<file path="src/rtl/cu_pkg.sv">
// Shared encodings for the instruction decoder: opcodes, R-type funct codes
// and the ALU operation select driven towards the datapath.
package cu_pkg;

  localparam logic [5:0] OP_RTYPE = 6'b000000;
  localparam logic [5:0] OP_ADDI  = 6'b001000;
  localparam logic [5:0] OP_ORI   = 6'b001101;
  localparam logic [5:0] OP_ANDI  = 6'b001100;
  localparam logic [5:0] OP_LW    = 6'b100011;
  localparam logic [5:0] OP_SW    = 6'b101011;
  localparam logic [5:0] OP_J     = 6'b000010;

  localparam logic [5:0] FN_ADD = 6'b100000;
  localparam logic [5:0] FN_SUB = 6'b100010;
  localparam logic [5:0] FN_AND = 6'b100100;
  localparam logic [5:0] FN_OR  = 6'b100101;
  localparam logic [5:0] FN_SLT = 6'b101010;

  typedef enum logic [2:0] {
    ALU_ADD = 3'b000,
    ALU_SUB = 3'b001,
    ALU_AND = 3'b010,
    ALU_OR  = 3'b011,
    ALU_SLT = 3'b100
  } alu_func_t;

endpackage

</file>
<file path="src/rtl/cu_alu_decoder.sv">
// Combinational (opcode, funct) -> ALU operation plus a valid flag.
// valid = 0 marks an unrecognised encoding; alu_func then defaults to ADD.
// Build option: CU_EXT_ALU_EN adds sub/and/or/slt R-type functs and andi.
module cu_alu_decoder
  import cu_pkg::*;
(
  input  logic [5:0] opcode,
  input  logic [5:0] funct,
  output alu_func_t  alu_func,
  output logic       valid
);

  // Map each supported encoding to its ALU operation.
  always_comb begin
    alu_func = ALU_ADD;
    valid    = 1'b0;
    case (opcode)
      OP_RTYPE: begin
        case (funct)
          FN_ADD: valid = 1'b1;
`ifdef CU_EXT_ALU_EN
          FN_SUB: begin alu_func = ALU_SUB; valid = 1'b1; end
          FN_AND: begin alu_func = ALU_AND; valid = 1'b1; end
          FN_OR:  begin alu_func = ALU_OR;  valid = 1'b1; end
          FN_SLT: begin alu_func = ALU_SLT; valid = 1'b1; end
`endif
          default: ;
        endcase
      end
      OP_ADDI, OP_LW, OP_SW, OP_J: valid = 1'b1;
      OP_ORI: begin alu_func = ALU_OR; valid = 1'b1; end
`ifdef CU_EXT_ALU_EN
      OP_ANDI: begin alu_func = ALU_AND; valid = 1'b1; end
`endif
      default: ;
    endcase
  end

endmodule

</file>
<file path="src/rtl/control_unit.sv">
// Instruction decoder for the single-cycle MIPS-subset core. Splits the
// instruction into register fields, extended immediate and control strobes;
// all outputs are registered (one clock latency).
// Build option: CU_EXT_ALU_EN (handled in cu_alu_decoder) widens the decoded
// set; encodings the ALU decoder rejects fall through to NOP here.
module control_unit
  import cu_pkg::*;
(
  input  logic        clk,
  input  logic        rst_n,
  input  logic [31:0] instruction,
  output logic        jump,
  output logic [2:0]  alu_func,
  output logic [4:0]  rs,
  output logic [4:0]  rt,
  output logic [4:0]  rd,
  output logic [31:0] imm,
  output logic        ram_load,
  output logic        ram_write,
  output logic        signal_extension,
  output logic [31:0] ram_addr,
  output logic [15:0] jump_offset
);

  logic [5:0]  opcode;
  logic [5:0]  funct;
  logic [31:0] imm_sext;
  logic [31:0] imm_zext;
  alu_func_t   dec_alu;
  logic        dec_valid;

  logic        d_jump;
  logic [4:0]  d_rd;
  logic [31:0] d_imm;
  logic        d_load;
  logic        d_write;
  logic        d_sext;
  logic [31:0] d_addr;
  logic [15:0] d_joff;

  assign opcode   = instruction[31:26];
  assign funct    = instruction[5:0];
  assign imm_sext = {{16{instruction[15]}}, instruction[15:0]};
  assign imm_zext = {16'h0000, instruction[15:0]};

  cu_alu_decoder u_alu_decoder (
    .opcode   (opcode),
    .funct    (funct),
    .alu_func (dec_alu),
    .valid    (dec_valid)
  );

  // Per-opcode control decode; anything the ALU decoder rejects stays NOP.
  always_comb begin
    d_jump  = 1'b0;
    d_rd    = 5'd0;
    d_imm   = 32'd0;
    d_load  = 1'b0;
    d_write = 1'b0;
    d_sext  = 1'b0;
    d_addr  = 32'd0;
    d_joff  = 16'd0;
    if (dec_valid) begin
      case (opcode)
        OP_RTYPE: d_rd = instruction[15:11];
        OP_ADDI: begin
          d_sext = 1'b1;
          d_imm  = imm_sext;
          d_rd   = instruction[20:16];
        end
        OP_ORI, OP_ANDI: begin
          d_imm = imm_zext;
          d_rd  = instruction[20:16];
        end
        OP_LW: begin
          d_load = 1'b1;
          d_sext = 1'b1;
          d_imm  = imm_sext;
          d_addr = imm_sext;
          d_rd   = instruction[20:16];
        end
        OP_SW: begin
          d_write = 1'b1;
          d_sext  = 1'b1;
          d_imm   = imm_sext;
          d_addr  = imm_sext;
        end
        OP_J: begin
          d_jump = 1'b1;
          d_joff = {instruction[13:0], 2'b00};
        end
        default: ;
      endcase
    end
  end

  // Output register stage; async reset clears every output.
  always_ff @(posedge clk or negedge rst_n) begin
    if (!rst_n) begin
      jump             <= 1'b0;
      alu_func         <= 3'd0;
      rs               <= 5'd0;
      rt               <= 5'd0;
      rd               <= 5'd0;
      imm              <= 32'd0;
      ram_load         <= 1'b0;
      ram_write        <= 1'b0;
      signal_extension <= 1'b0;
      ram_addr         <= 32'd0;
      jump_offset      <= 16'd0;
    end else begin
      jump             <= d_jump;
      alu_func         <= dec_alu;
      rs               <= instruction[25:21];
      rt               <= instruction[20:16];
      rd               <= d_rd;
      imm              <= d_imm;
      ram_load         <= d_load;
      ram_write        <= d_write;
      signal_extension <= d_sext;
      ram_addr         <= d_addr;
      jump_offset      <= d_joff;
    end
  end

endmodule

</file>
<file path="config.mk">
export PLATFORM = sky130hd
export DESIGN_NAME = control_unit
export DESIGN_NICKNAME = d
export VERILOG_FILES = /design/src/rtl/cu_pkg.sv /design/src/rtl/cu_alu_decoder.sv /design/src/rtl/control_unit.sv
export SDC_FILE = /design/constraint.sdc
export NUM_CORES = 1
export LEC_CHECK = 0
export CAP_MARGIN = 5
export CORE_UTILIZATION = 39
export DETAILED_ROUTE_END_ITERATION = 8
export GPL_TIMING_DRIVEN = 0
export HOLD_SLACK_MARGIN = 0.15
export PLACE_DENSITY = 0.79
export SETUP_SLACK_MARGIN = 0.05
export SYNTH_ARGS = -nofsm -noshare
export SYNTH_HDL_FRONTEND = slang
export SYNTH_SLANG_ARGS = --single-unit
export TNS_END_PERCENT = 100
</file>
<file path="constraint.sdc">
create_clock -name clk -period 0.98 [get_ports clk]
set_input_delay 0.147 -clock clk [delete_from_list [all_inputs] [get_ports clk]]
set_output_delay 0.147 -clock clk [all_outputs]
set_load 0.05 [all_outputs]
</file>
==> impl_metrics.json, run 1 <==
{
  "status": "complete, but fails checks",
  "violations": "hold timing, setup timing",
  "dieArea_sq_um": 6990,
  "synth_seq_area_share_pct": 64.5,
  "gr-total-overflow": 0,
  "setup_ws_ns": -0.471,
  "yosys_most_used_dff": "dfrtp_1",
  "fp.dieW_um": 83.6,
  "synth_most_common_cell": "dfrtp_1",
  "whs_ns": -0.103,
  "yosys_warnings": 0,
  "multi_input_area_sq_um": 812,
  "tightest_slew_ns": 0.823,
  "antenna_cells": 0,
  "async_flop_share_pct": 100,
  "fin_nets": 413,
  "grt_pass1_vias": 2436,
  "p_per_area_nw_per_um2": 1150,
  "rsz0062_at_grt": "yes",
  "grt_max_degree": 68,
  "synth.distinct_cells": 27,
  "critPathMaxFanout": 9,
  "die_h_um": 83.6,
  "synth_top_area_share_pct": 64.5,
  "hold_path.class": "in -> async",
  "rows": 29,
  "synth_top_cells_by_area": "dfrtp_1, buf_4, nor3_1",
  "antenna_found_initial": 0,
  "area_delta_synth_final_pct": 102,
  "numCtsBuffers": 9,
  "yosysTopAreaCell": "dfrtp_1",
  "synth_seq_cells": 67,
  "firstDrtPassIters": 4,
  "place_area_sq_um": 4270,
  "synth_cells": 209,
  "fmax_ghz": 0.689,
  "fillers": 317,
  "max_cap_violations": 0,
  "report.final.hold_viol_count": 67,
  "drt_iter0_drc": 123,
  "grt_usage_pct": 25.4,
  "min_period_over_period_pct": 148,
  "arrival_ns": 1.30,
  "drive_gt1_share_pct": 61.2,
  "start_util_pct": 40.7,
  "crit_required_ns": 0.83,
  "postLayoutCoreUtil_pct": 82.4,
  "ctsHtreeMaxLevel": 3,
  "core-area_sq_um": 6390,
  "avgSynthCellArea_sq_um": 12.4,
  "start_kind": "flip-flop",
  "drv_slew": 0,
  "criticalPathCategory": "reg -> out",
  "postRouteAntennaNets": 0,
  "final_cells": 461,
  "dp.cells": 420,
  "yosys-top-cells-count": "dfrtp_1, buf_4, nor3_1, inv_1, and2_1",
  "regArea_sq_um": 1690,
  "ios": 136,
  "dp_hpwl_um": 4730,
  "setup_viol": 137,
  "irDropWorstVdd_mv": 1.49,
  "grt_pass1_wl_um": 13400,
  "synth_enable_flop_cells": 0,
  "synth_area_sq_um": 2600,
  "portBuffers": 132,
  "vias_per_cell": 4.93,
  "wl_um": 9120,
  "cts-root-buf": "clkbuf_8",
  "path_clk_slew_ns": 0.08,
  "gp_congestion": 0.764,
  "drcViolationCount": 0,
  "post-route-cell-area_sq_um": 5260,
  "relSlewSlack_pct": 45.2,
  "end_kind": "output port",
  "wl_per_cell_um": 19.8,
  "p_leak_uw": 0.00254,
  "cts_tree": "done",
  "clock_tree.buffer_depth": 2,
  "num_vias": 2275,
  "cts_sinks": 67,
  "finalCriticalPeriod_ns": 1.45
}
-- metal layers --
metal	vias to the layer above	global-route usage, %	wire, um
met4	0	8.94	212
li1	1005	-	-
met5	-	0	0
met2	99	45.1	4970
met3	19	9.40	631
met1	1152	27.9	3310
-- cell families (layout without fill, tap and decap cells) --
group	Yosys count	count (layout)	synth area share, %
and+or+nand+nor	52	52	12.3
DFF	67	67	64.5
AOI/OAI and AO/OA	27	27	8.33
buffers and inverters	61	234	14.3
xor gates and xnor gates	1	1	0.337
other	1	3	0.144
-- critical path, cell delays in order, from the launching register on --
cell	delay (ns)
dfrtp_4	0.53
buf_12	0.17
buf_6	0.11
buf_6	0.14
-- sequential cells by signal (all words and copies together), names as in the netlist --
name	count
ram_load	1
alu_func	1
jump	1
imm	17
ram_addr	16
rt	5
jump_offset	14
signal_extension	1
ram_write	1
rs	5
rd	5
-- metrics by stage --
stage	power [uW]	worst slack (ns)	TNS (ns)	hold slack (ns)
2_1_floorplan	3250	-0.580	-17.36	-0.149
3_3_place_gp	3600	-2.76	-257.36	0.594
3_5_place_dp	3610	-1.47	-102.72	0.297
4_1_cts	5970	-0.456	-28.67	-0.0830
5_1_grt	6250	-0.509	-33.94	-0.0356
6_report	6030	-0.471	-29.50	-0.103
-- area by class of cell --
class                           count  share of cell area (%)
Buffer                             43                    10.3
Clock buffer                       11                    2.69
Clock inverter                      5                   0.999
Inverter                           17                    1.21
Multi-Input combinational cell     83                    15.4
Sequential cell                    67                    32.0
Tap cell                           77                    1.83
Timing Repair Buffer              158                    35.5
-- worst max-delay path by stage --
stage / startpoint / to / cells after the start
after global routing: ram_addr[30] / ram_addr[17] / 3
after global placement: rst_n / imm[30] / 1
after CTS: ram_addr[30] / ram_addr[31] / 3
after floorplan: instruction[31] / imm[11] / 5
after detailed placement: instruction[30] / jump_offset[13] / 5
final: ram_addr[30] / ram_addr[17] / 3
-- placed cells by master, fill, tap and decap left out, types with 2 or more instances in the layout --
master and instances:
a211oi_2 11, a211oi_4 3, a21oi_2 4, a32oi_1 5
and2_1 8, and2_4 7, buf_12 7, buf_2 4
buf_4 14, buf_6 102, buf_8 42, clkbuf_8 11
clkdlybuf4s50_1 23, clkinv_2 3, conb_1 3, dfrtp_1 64
dfrtp_4 2, dlygate4sd3_1 3, dlymetal6s2s_1 3, inv_1 17
nor2_1 3, nor3_1 14, nor3_2 4, nor3_4 6
-- what timing repair did --
action                                  CTS  global route
endpoints found under the setup margin  156           147
endpoints found under the hold margin    72            68
pin swaps                                28             8
setup buffers                            15             6
hold buffers                              2             1
cloned                                    4             1
resized for setup                       780            47
-- report_power, final --
part	switching, uW	internal (uW)	total [uW]
sequential	21.2	2800	2820
combinational	547	379	926
clock	1050	1230	2280
(Power assumes the default switching activity.)
==> run 2: changes to the inputs <==
--- a/config.mk
+++ b/config.mk
@@ -10,2 +10,3 @@
 export DETAILED_ROUTE_END_ITERATION = 8
+export GPL_ROUTABILITY_DRIVEN = 1
 export GPL_TIMING_DRIVEN = 0
==> constraint.sdc (replaced) <==
create_clock -name clk -period 0.98 [get_ports clk]
set_input_delay 0.245 -clock clk [delete_from_list [all_inputs] [get_ports clk]]
set_output_delay 0.245 -clock clk [all_outputs]
set_load 0.05 [all_outputs]
==> impl_metrics.json, run 2 (same netlist as run 1, synthesis figures left out) <==
{
  "status": "complete, but fails checks",
  "violations": "setup timing",
  "wl_per_cell_um": 20.6,
  "p_leak_uw": 0.00256,
  "grt_usage_pct": 26.2,
  "setup_ws_ns": -0.571,
  "post-route-cell-area_sq_um": 5390,
  "dieArea_sq_um": 6990,
  "rows": 29,
  "layout_common_cells": "buf_6, dfrtp_1, buf_8",
  "ctsHtreeMaxLevel": 3,
  "die_h_um": 83.6,
  "crit_slowest_cell": "or4_4",
  "worstPathCellList": "buf_8 -> or4_4 -> nor3_4 -> nand4_4 -> buf_8 -> a211oi_2",
  "numCtsBuffers": 9,
  "report.final.hold_viol_count": 0,
  "end_kind": "flip-flop",
  "critPathMaxFanout": 5,
  "fp.dieW_um": 83.6,
  "tightest_slew_ns": 0.842,
  "dp_hpwl_um": 4960,
  "gr-total-overflow": 0,
  "cts-root-buf": "clkbuf_8",
  "crit_required_ns": 1.23,
  "cts_tree": "done",
  "core-area_sq_um": 6390,
  "area_delta_synth_final_pct": 107,
  "clock_tree.buffer_depth": 2,
  "grt_pass1_wl_um": 13800,
  "gp_congestion": 0.752,
  "max_cap_violations": 0,
  "drcViolationCount": 0,
  "drt_iter0_drc": 116,
  "path_clk_slew_ns": 0.08,
  "grt_max_degree": 68,
  "cts_hold_buf": 1,
  "final_common_cell": "buf_6",
  "setup-tns-final_ns": -43.26,
  "setup_viol": 144,
  "post-place-ws_ns": -1.55,
  "grt_pass1_vias": 2446,
  "fmax_ghz": 0.645,
  "antenna_found_initial": 0,
  "slowest_delay_ns": 0.56,
  "num_vias": 2303,
  "min_period_over_period_pct": 158,
  "antenna_cells": 0,
  "start_kind": "input port",
  "dp.cells": 420,
  "ios": 136,
  "drive_gt1_share_pct": 66.2,
  "cpMostUsedCell": "buf_8",
  "place_area_sq_um": 4360,
  "relSlewSlack_pct": 43.9,
  "portBuffers": 132,
  "wl_um": 9640,
  "hold_path.class": "in -> async",
  "power_uw": 5890,
  "top_regs": "imm: 17 flops, ram_addr: 16 flops, jump_offset: 14 flops",
  "p_per_area_nw_per_um2": 1090,
  "arrival_ns": 1.80,
  "vias_per_cell": 4.93,
  "rsz0062_at_grt": "yes",
  "firstDrtPassIters": 4,
  "criticalPathCategory": "in -> reg",
  "postRouteAntennaNets": 0,
  "drv_slew": 0,
  "start_util_pct": 40.7,
  "final_cells": 467,
  "fin_nets": 419,
  "finalCriticalPeriod_ns": 1.55,
  "largest_register_ffs": 17,
  "cts_sinks": 67,
  "top_register": "imm",
  "irDropWorstVdd_mv": 1.13
}
==> run 2: layout make-up <==
| class | instances | area, sq um |
|---|---|---|
| Timing Repair Buffer | 163 | 1910 |
| Fill cell | 313 | 996 |
| Inverter | 17 | 63.8 |
| Clock buffer | 10 | 138 |
| Multi-Input combinational cell | 84 | 885 |
| Buffer | 43 | 567 |
| Sequential cell | 67 | 1690 |
| Clock inverter | 6 | 41.3 |
| Tap cell | 77 | 96.3 |
==> run 2: final timing paths <==
kind	startpoint	endpoint	cells after the start
max	instruction[31]	imm[15]	6
min	rst_n	rs[3]	1
max in group asynchronous	rst_n	imm[30]	1
min in group clk	instruction[29]	ram_write	2
==> run 2: power by group <==
part           internal (uW)  switching [uW]  total [uW]
clock network            981            1120        2100
registers               2800            19.6        2820
logic                    395             576         971
total                   4180            1720        5890
==> run 2: what timing repair did <==
| item | 4_1_cts | 5_1_grt |
|---|---|---|
| endpoints found under the setup margin | 156 | 151 |
| gates cloned | 6 | 2 |
| setup buffers | 17 | 8 |
| resized for setup | 782 | 44 |
| pin swaps | 25 | 17 |
| hold endpoints to repair | 68 | 67 |
==> run 2: metal layers <==
layer,vias to the layer above,global-route usage [%],routed length (um)
met3,19,5.64,486
li1,1013,-,-
met1,1176,31.8,3680
met5,-,0,0
met2,95,45.1,5240
met4,0,11.4,231
==> run 2: per-stage QoR <==
stage,util (%),hold slack (ns)
5_1_grt,84.4,0.0577
4_1_cts,80.8,0.0311
6_report,84.4,0.00647
2_1_floorplan,-,-0.0506
3_3_place_gp,68.3,0.690
3_5_place_dp,68.3,0.394
==> run 2: worst max-delay path, delay by kind of cell <==
kind	cells	cell delay, ns
AND/OR/NAND/NOR	3	1.01
AO/OA/AOI/OAI	1	0.22
buffers and inverters	2	0.32
==> run 3: changes to the inputs <==
CORE_ASPECT_RATIO = 1.5   (was unset)
CORE_UTILIZATION = 40   (was 39)
SYNTH_HIERARCHICAL = 1   (was unset)
==> impl_metrics.json, run 3 <==
{
  "status": "complete, but fails checks",
  "violations": "hold timing, setup timing",
  "ios": 136,
  "relSlewSlack_pct": 43.9,
  "p_leak_uw": 0.00249,
  "synth.distinct_cells": 32,
  "grt_pass1_vias": 2311,
  "min_period_over_period_pct": 155,
  "clock_tree.buffer_depth": 2,
  "drt_iter0_drc": 83,
  "dieArea_sq_um": 7280,
  "grt_max_degree": 70,
  "synth_seq_cells": 69,
  "largest_register_ffs": 17,
  "yosysTopAreaCell": "dfrtp_1",
  "p_per_area_nw_per_um2": 1050,
  "synth_seq_area_share_pct": 62.3,
  "fmax_ghz": 0.656,
  "drv_slew": 0,
  "synth_enable_flop_cells": 0,
  "synth_cells": 209,
  "setup_ws_ns": -0.544,
  "rows": 36,
  "rsz0062_at_grt": "yes",
  "critPathMaxFanout": 5,
  "final_common_cell": "buf_6",
  "final_cells": 454,
  "numCtsBuffers": 9,
  "postLayoutCoreUtil_pct": 79.9,
  "end_kind": "flip-flop",
  "synth_top_area_share_pct": 62.3,
  "wl_per_cell_um": 17.7,
  "wl_um": 8030,
  "grt_pass1_wl_um": 12200,
  "synth_area_sq_um": 2770,
  "hold_path.class": "in -> async",
  "postRouteAntennaNets": 0,
  "async_flop_share_pct": 100,
  "gp_congestion": 0.824,
  "crit_required_ns": 1.26,
  "synth_top_cells_by_area": "dfrtp_1, buf_4, and2_1",
  "core-area_sq_um": 6580,
  "yosys_most_used_dff": "dfrtp_1",
  "antenna_cells": 0,
  "grt_usage_pct": 22.3,
  "portBuffers": 133,
  "cts_tree": "done",
  "drcViolationCount": 0,
  "antenna_found_initial": 0,
  "power_uw": 5520,
  "synth_most_common_cell": "dfrtp_1",
  "vias_per_cell": 4.83,
  "dp_hpwl_um": 5060,
  "start_util_pct": 42.2,
  "cts_sinks": 69,
  "cts_hold_buf": 2,
  "ctsHtreeMaxLevel": 3,
  "gr-total-overflow": 0,
  "arrival_ns": 1.80,
  "fin_nets": 408,
  "start_kind": "input port",
  "drive_gt1_share_pct": 61.9,
  "cts-root-buf": "clkbuf_8",
  "yosys-top-cells-count": "dfrtp_1, buf_4, and2_1, nand3_1, nor3b_2",
  "max_cap_violations": 0,
  "criticalPathCategory": "in -> reg",
  "report.final.hold_viol_count": 9,
  "top_regs": "imm: 17 flops, ram_addr: 16 flops, jump_offset: 14 flops",
  "fp.dieW_um": 70.0,
  "dp.cells": 419,
  "num_vias": 2195,
  "layout_common_cells": "buf_6, dfrtp_1, buf_8",
  "avgSynthCellArea_sq_um": 13.3,
  "die_h_um": 104,
  "path_clk_slew_ns": 0.07,
  "irDropWorstVdd_mv": 0.735,
  "tightest_slew_ns": 0.842,
  "area_delta_synth_final_pct": 89.6,
  "top_register": "imm",
  "yosys_warnings": 6,
  "firstDrtPassIters": 4,
  "whs_ns": -0.00527,
  "post-place-ws_ns": -1.69,
  "setup_viol": 156,
  "finalCriticalPeriod_ns": 1.52
}
==> run 3: per-layer routing <==
layer	up-vias	routed length, um	part of all wire [%]	GRT usage (%)
li1	996	-	-	-
met5	-	0	0	0
met2	108	4560	57	42.0
met1	1069	2780	35	22.7
met4	0	308	3.8	11.7
met3	22	390	4.9	4.07
==> run 3: where the power goes <==
part	switching [uW]	total (uW)	internal [uW]
clock	972	1940	968
sequential	14.0	2890	2880
combinational	397	686	289
total	1380	5520	4130
==> run 3: cell families after synthesis <==
logic type	synth area share, %
AOI/OAI and AO/OA	2.98
DFF	62.3
buffers and inverters	11.3
and+or+nand+nor	23.2
other	0.271
==> run 3: timing repair <==
| action | 4_1_cts | 5_1_grt |
|---|---|---|
| setup endpoints to repair | 158 | 156 |
| gates resized for setup | 801 | 32 |
| pin swaps | 17 | 6 |
| setup buffers | 10 | 6 |
| endpoints found under the hold margin | 75 | 69 |
| cloned | 2 | 1 |
==> run 3: per-stage QoR <==
| stage | area, sq um | TNS [ns] | hold slack, ns |
|---|---|---|---|
| floorplan | 3000 | -26.95 | -0.0506 |
| global placement | 4420 | -297.81 | 0.693 |
| detailed placement | 4420 | -131.13 | 0.399 |
| CTS | 5120 | -46.63 | 0.0381 |
| global route | 5260 | -56.98 | 0.0796 |
| finish | 5260 | -51.41 | -0.00527 |
==> run 3: worst paths after layout <==
check / startpoint / endpoint / cells after the start
setup / recovery: instruction[28] / ram_addr[8] / 9
hold / removal: rst_n / alu_func[1] / 1
max in group asynchronous: rst_n / imm[30] / 1
min in group clk: instruction[5] / ram_addr[5] / 2
==> run 3: critical path: stages <==
cell and delay, ns:
buf_12 0.10, and3b_1 0.22, a31oi_2 0.05, o32ai_4 0.34
nand2b_4 0.10, buf_8 0.13, nor3_4 0.26, clkbuf_8 0.21
and2_4 0.15
==> run 3: area by class of cell <==
class | instances | area [sq um]
Sequential cell | 69 | 1730
Buffer | 41 | 531
Inverter | 2 | 15.0
Fill cell | 343 | 1320
Timing Repair Buffer | 153 | 1760
Multi-Input combinational cell | 98 | 961
Tap cell | 76 | 95.1
Clock buffer | 13 | 149
Clock inverter | 2 | 10.0
